`src/rtl/vm_pkg.sv`:
```
// vm_pkg: shared state encoding, price table and timer sizing for the vending controller
package vm_pkg;
  typedef enum logic [2:0] {IDLE, WAIT_KEY, CHECK, WAIT_TRAN, WAIT_OPEN, WAIT_CLOSE} vm_state_e;
  function automatic int vm_tmr_w(int timeout);
    return timeout < 2 ? 1 : $clog2(timeout);
  endfunction
  function automatic int vm_price(int code, int cost_max);
    int p;
    p = code < 16 ? code / 4 + 1 : code < 18 ? 5 : 6;
    return p > cost_max ? cost_max : p;
  endfunction
endpackage

```
`src/rtl/vm_stock_bank.sv`:
```
// vm_stock_bank: per-slot stock counters with bulk reload and saturating decrement
module vm_stock_bank #(
  parameter int NUM_ITEMS  = 20,
  parameter int CODE_W     = 5,
  parameter int STOCK_W    = 4,
  parameter int RELOAD_QTY = 10
) (
  input  logic              CLK,
  input  logic              RESET,
  input  logic              reload_i,
  input  logic              dec_en_i,
  input  logic [CODE_W-1:0] dec_idx_i,
  input  logic [CODE_W-1:0] rd_idx_i,
  output logic              rd_empty_o
);
  logic [STOCK_W-1:0] stock_q [NUM_ITEMS];
  always_ff @(posedge CLK) begin
    for (int i = 0; i < NUM_ITEMS; i++) begin
      if (RESET) stock_q[i] <= '0;
      else if (reload_i) stock_q[i] <= STOCK_W'(RELOAD_QTY);
      else if (dec_en_i && dec_idx_i == CODE_W'(i) && stock_q[i] != '0) stock_q[i] <= stock_q[i] - 1'b1;
    end
  end
  // out-of-range slots read as empty
  always_comb begin
    rd_empty_o = 1'b1;
    for (int i = 0; i < NUM_ITEMS; i++)
      if (rd_idx_i == CODE_W'(i)) rd_empty_o = stock_q[i] == '0;
  end
endmodule

```
`src/rtl/vend_ctrl_multi.sv`:
```
// vend_ctrl_multi: card-payment vending FSM with stock tracking, tiered pricing and state timeouts
module vend_ctrl_multi
  import vm_pkg::*;
#(
  parameter int NUM_ITEMS  = 20,
  parameter int CODE_W     = 5,
  parameter int STOCK_W    = 4,
  parameter int RELOAD_QTY = 10,
  parameter int COST_W     = 3,
  parameter int TIMEOUT    = 5
) (
  input  logic              CLK,
  input  logic              RESET,
  input  logic              CARD_IN,
  input  logic              KEY_PRESS,
  input  logic [CODE_W-1:0] ITEM_CODE,
  input  logic              VALID_TRAN,
  input  logic              DOOR_OPEN,
  input  logic              RELOAD,
  output logic              VEND,
  output logic              INVALID_SEL,
  output logic              SOLD_OUT,
  output logic              FAILED_TRAN,
  output logic [COST_W-1:0] COST
);
  localparam int TW = vm_tmr_w(TIMEOUT);
  vm_state_e state_q, state_d;
  logic [TW-1:0] timer_q, timer_d;
  logic [CODE_W-1:0] code_q, code_d;
  logic [COST_W-1:0] cost_q, cost_d;
  logic kp_q, vend_q, vend_d, inv_q, inv_d, so_q, so_d, ft_q, ft_d;
  logic reload, dec_en, rd_empty, key_edge, tmo;
  vm_stock_bank #(.NUM_ITEMS(NUM_ITEMS), .CODE_W(CODE_W), .STOCK_W(STOCK_W), .RELOAD_QTY(RELOAD_QTY)) u_bank (
    .CLK(CLK), .RESET(RESET), .reload_i(reload), .dec_en_i(dec_en),
    .dec_idx_i(code_q), .rd_idx_i(code_q), .rd_empty_o(rd_empty)
  );
  assign key_edge = KEY_PRESS & ~kp_q;
  assign tmo = timer_q == TW'(TIMEOUT - 1);
  always_comb begin
    state_d = state_q;
    code_d = code_q;
    cost_d = cost_q;
    inv_d = inv_q;
    so_d = so_q;
    ft_d = ft_q;
    reload = 1'b0;
    dec_en = 1'b0;
    case (state_q)
      IDLE: begin
        if (RELOAD) reload = 1'b1;
        else if (CARD_IN) begin
          {inv_d, so_d, ft_d} = '0;
          state_d = WAIT_KEY;
        end
      end
      WAIT_KEY: begin
        if (key_edge) begin
          code_d = ITEM_CODE;
          state_d = CHECK;
        end else if (tmo) state_d = IDLE;
      end
      CHECK: begin
        if (int'(code_q) >= NUM_ITEMS) begin
          inv_d = 1'b1;
          state_d = IDLE;
        end else if (rd_empty) begin
          so_d = 1'b1;
          state_d = IDLE;
        end else begin
          cost_d = COST_W'(vm_price(int'(code_q), 2 ** COST_W - 1));
          state_d = WAIT_TRAN;
        end
      end
      WAIT_TRAN: begin
        if (VALID_TRAN) begin
          dec_en = 1'b1;
          state_d = WAIT_OPEN;
        end else if (tmo) begin
          ft_d = 1'b1;
          state_d = IDLE;
        end
      end
      WAIT_OPEN: state_d = DOOR_OPEN ? WAIT_CLOSE : tmo ? IDLE : WAIT_OPEN;
      WAIT_CLOSE: state_d = DOOR_OPEN ? WAIT_CLOSE : IDLE;
      default: state_d = IDLE;
    endcase
    cost_d = state_d == IDLE ? '0 : cost_d;
    vend_d = state_d == WAIT_OPEN || state_d == WAIT_CLOSE;
    timer_d = state_d != state_q ? '0 : tmo ? timer_q : timer_q + 1'b1;
  end
  always_ff @(posedge CLK) begin
    if (RESET) begin
      state_q <= IDLE;
      timer_q <= '0;
      code_q <= '0;
      cost_q <= '0;
      {kp_q, vend_q, inv_q, so_q, ft_q} <= '0;
    end else begin
      state_q <= state_d;
      timer_q <= timer_d;
      code_q <= code_d;
      cost_q <= cost_d;
      kp_q <= KEY_PRESS;
      vend_q <= vend_d;
      inv_q <= inv_d;
      so_q <= so_d;
      ft_q <= ft_d;
    end
  end
  assign VEND = vend_q;
  assign INVALID_SEL = inv_q;
  assign SOLD_OUT = so_q;
  assign FAILED_TRAN = ft_q;
  assign COST = cost_q;
endmodule
```
`config.mk`:
```
export PLATFORM = sky130hd
export DESIGN_NAME = vend_ctrl_multi
export DESIGN_NICKNAME = d
export VERILOG_FILES = /design/src/rtl/vm_pkg.sv /design/src/rtl/vm_stock_bank.sv /design/src/rtl/vend_ctrl_multi.sv
export SDC_FILE = /design/constraint.sdc
export NUM_CORES = 1
export LEC_CHECK = 0
export BUFFER_PORTS_ARGS = -buffer_cell sky130_fd_sc_hd__buf_2
export CORE_UTILIZATION = 35
export CTS_CLUSTER_DIAMETER = 100
export DETAILED_ROUTE_END_ITERATION = 7
export GPL_TIMING_DRIVEN = 0
export MAX_ROUTING_LAYER = met4
export PLACE_DENSITY = 0.59
export SETUP_SLACK_MARGIN = 0.1
export SLEW_MARGIN = 15
export SYNTH_ARGS = -nofsm -noshare
export SYNTH_HDL_FRONTEND = slang
export SYNTH_HIERARCHICAL = 1
export SYNTH_SLANG_ARGS = --single-unit
```
`constraint.sdc`:
```
create_clock -name CLK -period 6.34 [get_ports CLK]
set_clock_uncertainty 0.15 [all_clocks]
set_input_delay 0.634 -clock CLK [delete_from_list [all_inputs] [get_ports CLK]]
set_output_delay 0.634 -clock CLK [all_outputs]
set_load 0.05 [all_outputs]
```
Word-level counts from Yosys, hierarchy flattened --
Memory sizes are Yosys's and may differ from the RTL's. Index checks and enable logic that the tools add are counted.
Cells by class: $add $sub $neg 22, multipliers 0, div/mod/pow operators 0, $lt $le $gt $ge 4, eq/ne operators 35, shift operators 0, multiplexer cells 173, bitwise gates (word level) 44, reductions and logical operators 93
Operator list (count):
- 4-bit 2-to-1 mux | 41
- 1-bit 2-to-1 mux | 116
- 4-bit zero test | 20
- 4-bit nonzero test | 20
- 4-bit by 1-bit subtractor with 4-bit output, second input constant | 20
- 5-bit by 4-bit equality test with 1-bit output, second input constant | 8
- 1-bit logical AND | 40
- 1-bit bitwise OR | 40
- 3-bit 2-to-1 mux | 9
- 5-bit by 3-bit equality test with 1-bit output, second input constant | 4
- 5-bit equality test, second input constant | 4
- 3-bit one-hot mux with 6 select lines | 1
- 3-bit equality test, second input constant | 5
- 2-bit inequality test, second input constant | 7
- 5-bit by 2-bit equality test with 1-bit output, second input constant | 2
- 5-bit < comparator, second input constant | 2
- 5-bit AND reduction | 2
- 3-bit by 2-bit equality test with 1-bit output, second input constant | 2
- 3-bit zero test | 2
- 2-bit 2-to-1 mux | 3
- 1-bit one-hot mux with 2 select lines | 3
- 5-bit by 1-bit equality test with 1-bit output, second input constant | 1
- 5-bit >= comparator, second input constant | 1
- 5-bit zero test | 1
- 13 further kinds | 17
Word-level totals: flip-flop bits (word level) 19, bits in latches 0, RAM bits 80, ROM bits 0, bits of input ports 12, output and inout port bits 7, logic and storage cells 381, memories kept 1
Memory list:
- u_bank.stock_q | words 20, bits a word 4, rd ports 20, clocked after Yosys merged registers in 0, write ports 20, line vm_stock_bank.sv:16 | logic [STOCK_W-1:0] stock_q [NUM_ITEMS];

Longest topological paths before layout --
An unclocked memory read counts as a cell.
word-level depth 27, gate-level depth with buffers 13, mapped depth without buffers 12

Hierarchy --
Netlist, hierarchy kept.
Modules (own cells, without submodules):
- vm_stock_bank | instances 1, cells an instance 421, area each 4364.2 µm², sequential area each 2402.3 µm²
- vend_ctrl_multi | instances 1, cells an instance 115, area each 1018.5 µm², sequential area each 380.4 µm²

Worst setup path before layout --
Ideal clock, no wire load.
kind reg2reg, start memory u_bank.stock_q[11][0] (netlist: u_bank/stock_q[2][12]), end register timer_q[2], setup time 0.100 ns, data arrival time 3.047 ns, data required time 6.090 ns, slack 3.043 ns, cell stages (with the launch flop) 13, buffers on the path 1, clock period less this slack 3.297 ns, path through edfxtp_1 -> inv_1 -> ha_1 -> or3b_4 -> a32oi_1 -> o32a_2 -> a32oi_1 -> a2111oi_2 -> nor4b_1 -> and3_1 -> buf_6 -> or4_4 -> a2111oi_4
RTL lines:
- from (decl) | line vm_stock_bank.sv:16
- to (signal assigned) | line vend_ctrl_multi.sv:100 | timer_q <= timer_d;
- to (decl) | line vend_ctrl_multi.sv:28 | logic [TW-1:0] timer_q, timer_d;

Worst setup path in the final report --
start register code_q[1], end register timer_q[2]
Between the ends: cells in the longest elaborated chain, start to end 26, elaborated cells between the ends (all ways) 46, those cells by class order compare (1); eq/ne (20); mux (23); reduce/logical (2)
RTL lines:
- from (decl) | line vend_ctrl_multi.sv:29 | logic [CODE_W-1:0] code_q, code_d;
- from (signal assigned) | line vend_ctrl_multi.sv:101 | code_q <= code_d;
- 5-bit zero test | line vm_stock_bank.sv:28 | if (rd_idx_i == CODE_W'(i)) rd_empty_o = stock_q[i] == '0;
- 1-bit 2-to-1 mux (19 in a row) | line vm_stock_bank.sv:28
- 1-bit 2-to-1 mux (*) | line vm_stock_bank.sv:28
- net rd_empty | line vend_ctrl_multi.sv:32 | logic reload, dec_en, rd_empty, key_edge, tmo;
- 2-bit 2-to-1 mux (*) | line vend_ctrl_multi.sv:66 | end else if (rd_empty) begin
- 2-bit 2-to-1 mux (*) | line vend_ctrl_multi.sv:63 | if (int'(code_q) >= NUM_ITEMS) begin
- 3-bit one-hot mux with 6 select lines (*) | line vend_ctrl_multi.sv:48 | case (state_q)
- 3-bit inequality test (*) | line vend_ctrl_multi.sv:89 | timer_d = state_d != state_q ? '0 : tmo ? timer_q : timer_q + 1'b1;
- 2-bit OR reduction (no source line) (*)
Mark *: on every way through the listed nets, which the timed path passes. The rest lies on a longest branch. A chain may end at the register's enable or synchronous reset.

==> flow_summary.ini <==
[status]
status = completed

[cts]
cts_resized = 0
cts_setup_buffers = 0
cts_hold_buf = 0
cts_root_buf = clkbuf_16
tritoncts = built
cts_buffers = 9
clock_latency_ns = 0.35
clkSlewWorstSetupHoldPaths_ns = 0.07
htreeDepth = 3
cts_buffer_depth = 2
clock-sinks = 99

[power_and_ir_drop]
irDropWorstVdd_uv = 142.1
power_leakage_uw = 0.002300
powerDensity_mw_per_mm2 = 268.9

[logic_synthesis]
yosys.area_share.adder_pct = 5.579
syn_avg_cell_area_um2 = 10.04
ys_types = 57
synthesis.instances = 536
synthesis.nets = 572
synth_top_family_by_area = simple AND/OR/NAND/NOR gates
synthSimpleGateAreaFrac_pct = 19.18
synthXorXnorAreaFrac_pct = 6.671
async_flop_share_pct = 0
synth_edf_count = 80
synthMuxAreaShare_pct = 1.488
yosysWarnings = 6
ys_ff_latch = 99
synthesis.area_mm2 = 0.005383
synth_compound_area_share_pct = 10.93
ys_seq_area_share_pct = 51.70
synth_ff_type = edfxtp_1

[setup_path]
worstSetupStartpointType = flip-flop
end_kind = flip-flop
cp.arrival_ns = 3.86
critPathKind = flip-flop to flip-flop
cp_max_fo = 16
worst_path_largest_cell_delay_ns = 0.73
cp.required_ns = 6.43
cp_slowest_cell = dfxtp_1
path_cells = buf_2 > nor2_1 > o32a_1 > o21bai_1 > a32oi_1 > a2111oi_2 > nor4b_1 > and3_1 > buf_6 > or4_4 > a2111oi_4

[routing]
firstDrtPassIters = 4
ant_nets = 0
via_per_inst = 5.158
first_iter_violations = 178
drcViolationCount = 0
wl_per_cell_um = 14.90
vias = 3889
routed_wirelength_mm = 11.24

[finish]
syn2layout_area_growth_pct = 11.92
fillers = 1428
drive_gt1_share_pct = 8.246
diodes = 0
nets = 601
final_cell_area_mm2 = 0.006025

[timing]
fin_tns_setup_ns = 0
hold_viol = 0
slew_headroom_pct = 53.22
max_freq_mhz = 265.4
layout_min_cycle_time_ns = 3.768
worst_slew_pin_slew_ns = 0.6964
final_max_slew_viol_count = 0
rsz0062_at_grt = no
fin_crit_sh_pct = 59.43
setup_viol = 0

[place]
gp_congestion = 0.8507
place_hpwl_mm = 8.283
placed_area_mm2 = 0.005703
port_buffers = 18

[grt]
grt_pass1_wl_mm = 19.31
antenna_found_initial = 0
grt_util_all_layers_pct = 15.77
grt_pass1_vias = 3938
grt_overflow = 0
grt_max_degree = 17

[floorplanning]
start_util_pct = 36.48
die_w_um = 126.0
coreArea_mm2 = 0.01475
num_rows = 44
ioPinCount = 19
die_area_mm2 = 0.01588
die_y_um = 126.0

[min_path]
min_path_type = flip-flop to flip-flop

[flow_run]
max-cap-violations = 0
[placed cells by master (no fill, tap or decap), types with 19 or more instances in the layout]
cell type and count:
o21ai_0 45, nor3_1 23, ha_1 24, nand2_1 48, nand3_1 19, xnor2_1 41
dfxtp_1 19, edfxtp_1 80, buf_2 21, nor2_1 82, inv_1 47
[synth_stat cells (2+ instances only)]
| master | instances | area share, % |
|---|---|---|
| a211oi_1 | 4 | 0.56 |
| a21o_1 | 3 | 0.42 |
| a21oi_1 | 6 | 0.56 |
| a221oi_1 | 3 | 0.49 |
| a22oi_1 | 2 | 0.28 |
| a2bb2oi_1 | 2 | 0.33 |
| a31oi_1 | 3 | 0.35 |
| a32oi_1 | 2 | 0.33 |
| and2_1 | 2 | 0.23 |
| buf_2 | 3 | 0.28 |
| clkbuf_1 | 10 | 0.70 |
| dfxtp_1 | 19 | 7.1 |
| edfxtp_1 | 80 | 45 |
| ha_1 | 24 | 5.6 |
| inv_1 | 47 | 3.3 |
| mux2i_1 | 8 | 1.5 |
| nand2_1 | 48 | 3.3 |
| nand2b_1 | 6 | 0.70 |
| nand3_1 | 19 | 1.8 |
| nand4_1 | 5 | 0.58 |
| nor2_1 | 82 | 5.7 |
| nor2b_1 | 6 | 0.70 |
| nor3_1 | 23 | 2.1 |
| nor3b_1 | 4 | 0.56 |
| nor4b_1 | 3 | 0.49 |
| o21ai_0 | 45 | 4.2 |
| o21bai_1 | 2 | 0.28 |
| o22ai_1 | 2 | 0.23 |
| o31ai_1 | 2 | 0.28 |
| or3b_1 | 4 | 0.65 |
| xnor2_1 | 41 | 6.7 |
[worst max-delay path: cells and delay by family, from the launching register on]
kind | cells | cell delay [ns]
compound gates | 5 | 1.30
flops | 1 | 0.73
simple gates | 4 | 1.01
buf+inv | 2 | 0.48
[final cells by class]
type / count / area [um^2] / area share [%]
Sequential cell: 99 / 2783 / 46.19
Multi-Input combinational cell: 376 / 2360 / 39.17
Clock buffer: 11 / 264.0 / 4.382
Tap cell: 184 / 230.2 / 3.821
Inverter: 47 / 176.4 / 2.928
Timing Repair Buffer: 18 / 90.09 / 1.495
Buffer: 14 / 63.81 / 1.059
Clock inverter: 5 / 57.56 / 0.9553
[kinds of logic after synthesis]
family / after synthesis
adder cells (fa/ha/maj): 24
multiplexers: 8
AND/OR/NAND/NOR: 214
XOR/XNOR: 41
AO/OA/AOI/OAI: 89
flip-flops: 99
buffers and inverters: 61
[layer usage]
layer | vias to the layer above | track usage, % | part of all wire [%]
li1 | 1955 | - | -
met1 | 1881 | 19.66 | 48
met2 | 41 | 25.87 | 48
met3 | 12 | 2.761 | 2.2
met4 | 0 | 5.315 | 1.3
met5 | - | - | 0
[stage by stage]
step	utilization, %	hold slack (ns)	cells	total power (uW)	setup WS [ns]
2_1_floorplan	-	0.3155	536	991.9	3.043
3_3_place_gp	38.65	0.3021	738	1045	2.608
6_report	40.83	0.3269	754	1620	2.572
5_1_grt	40.83	0.3583	754	1701	2.335
4_1_cts	40.83	0.3300	754	1639	2.569
3_5_place_dp	38.65	0.3136	738	1056	2.598
[report_power, final]
group	switching, uW	internal, uW
clock network	237	341
registers	39.9	765
logic	136	101
total	413	1210
[sequential cells by signal, indices dropped and copies added (netlist names)]
register and count:
u_bank/stock_q 80, SOLD_OUT 1, state_q 3, INVALID_SEL 1
timer_q 3, COST 3, kp_q 1, VEND 1
FAILED_TRAN 1, code_q 5
[path summary, 6_finish.rpt]
check              start           to  depth (start not counted)  slack [ns]
max reg2reg    code_q[1]   timer_q[2]                         11        2.57
min reg2reg  INVALID_SEL  INVALID_SEL                          2        0.33
max            code_q[1]   timer_q[2]                         11        2.57
min          INVALID_SEL  INVALID_SEL                          2        0.33
No activity file was read; power rests on OpenSTA's default activity.
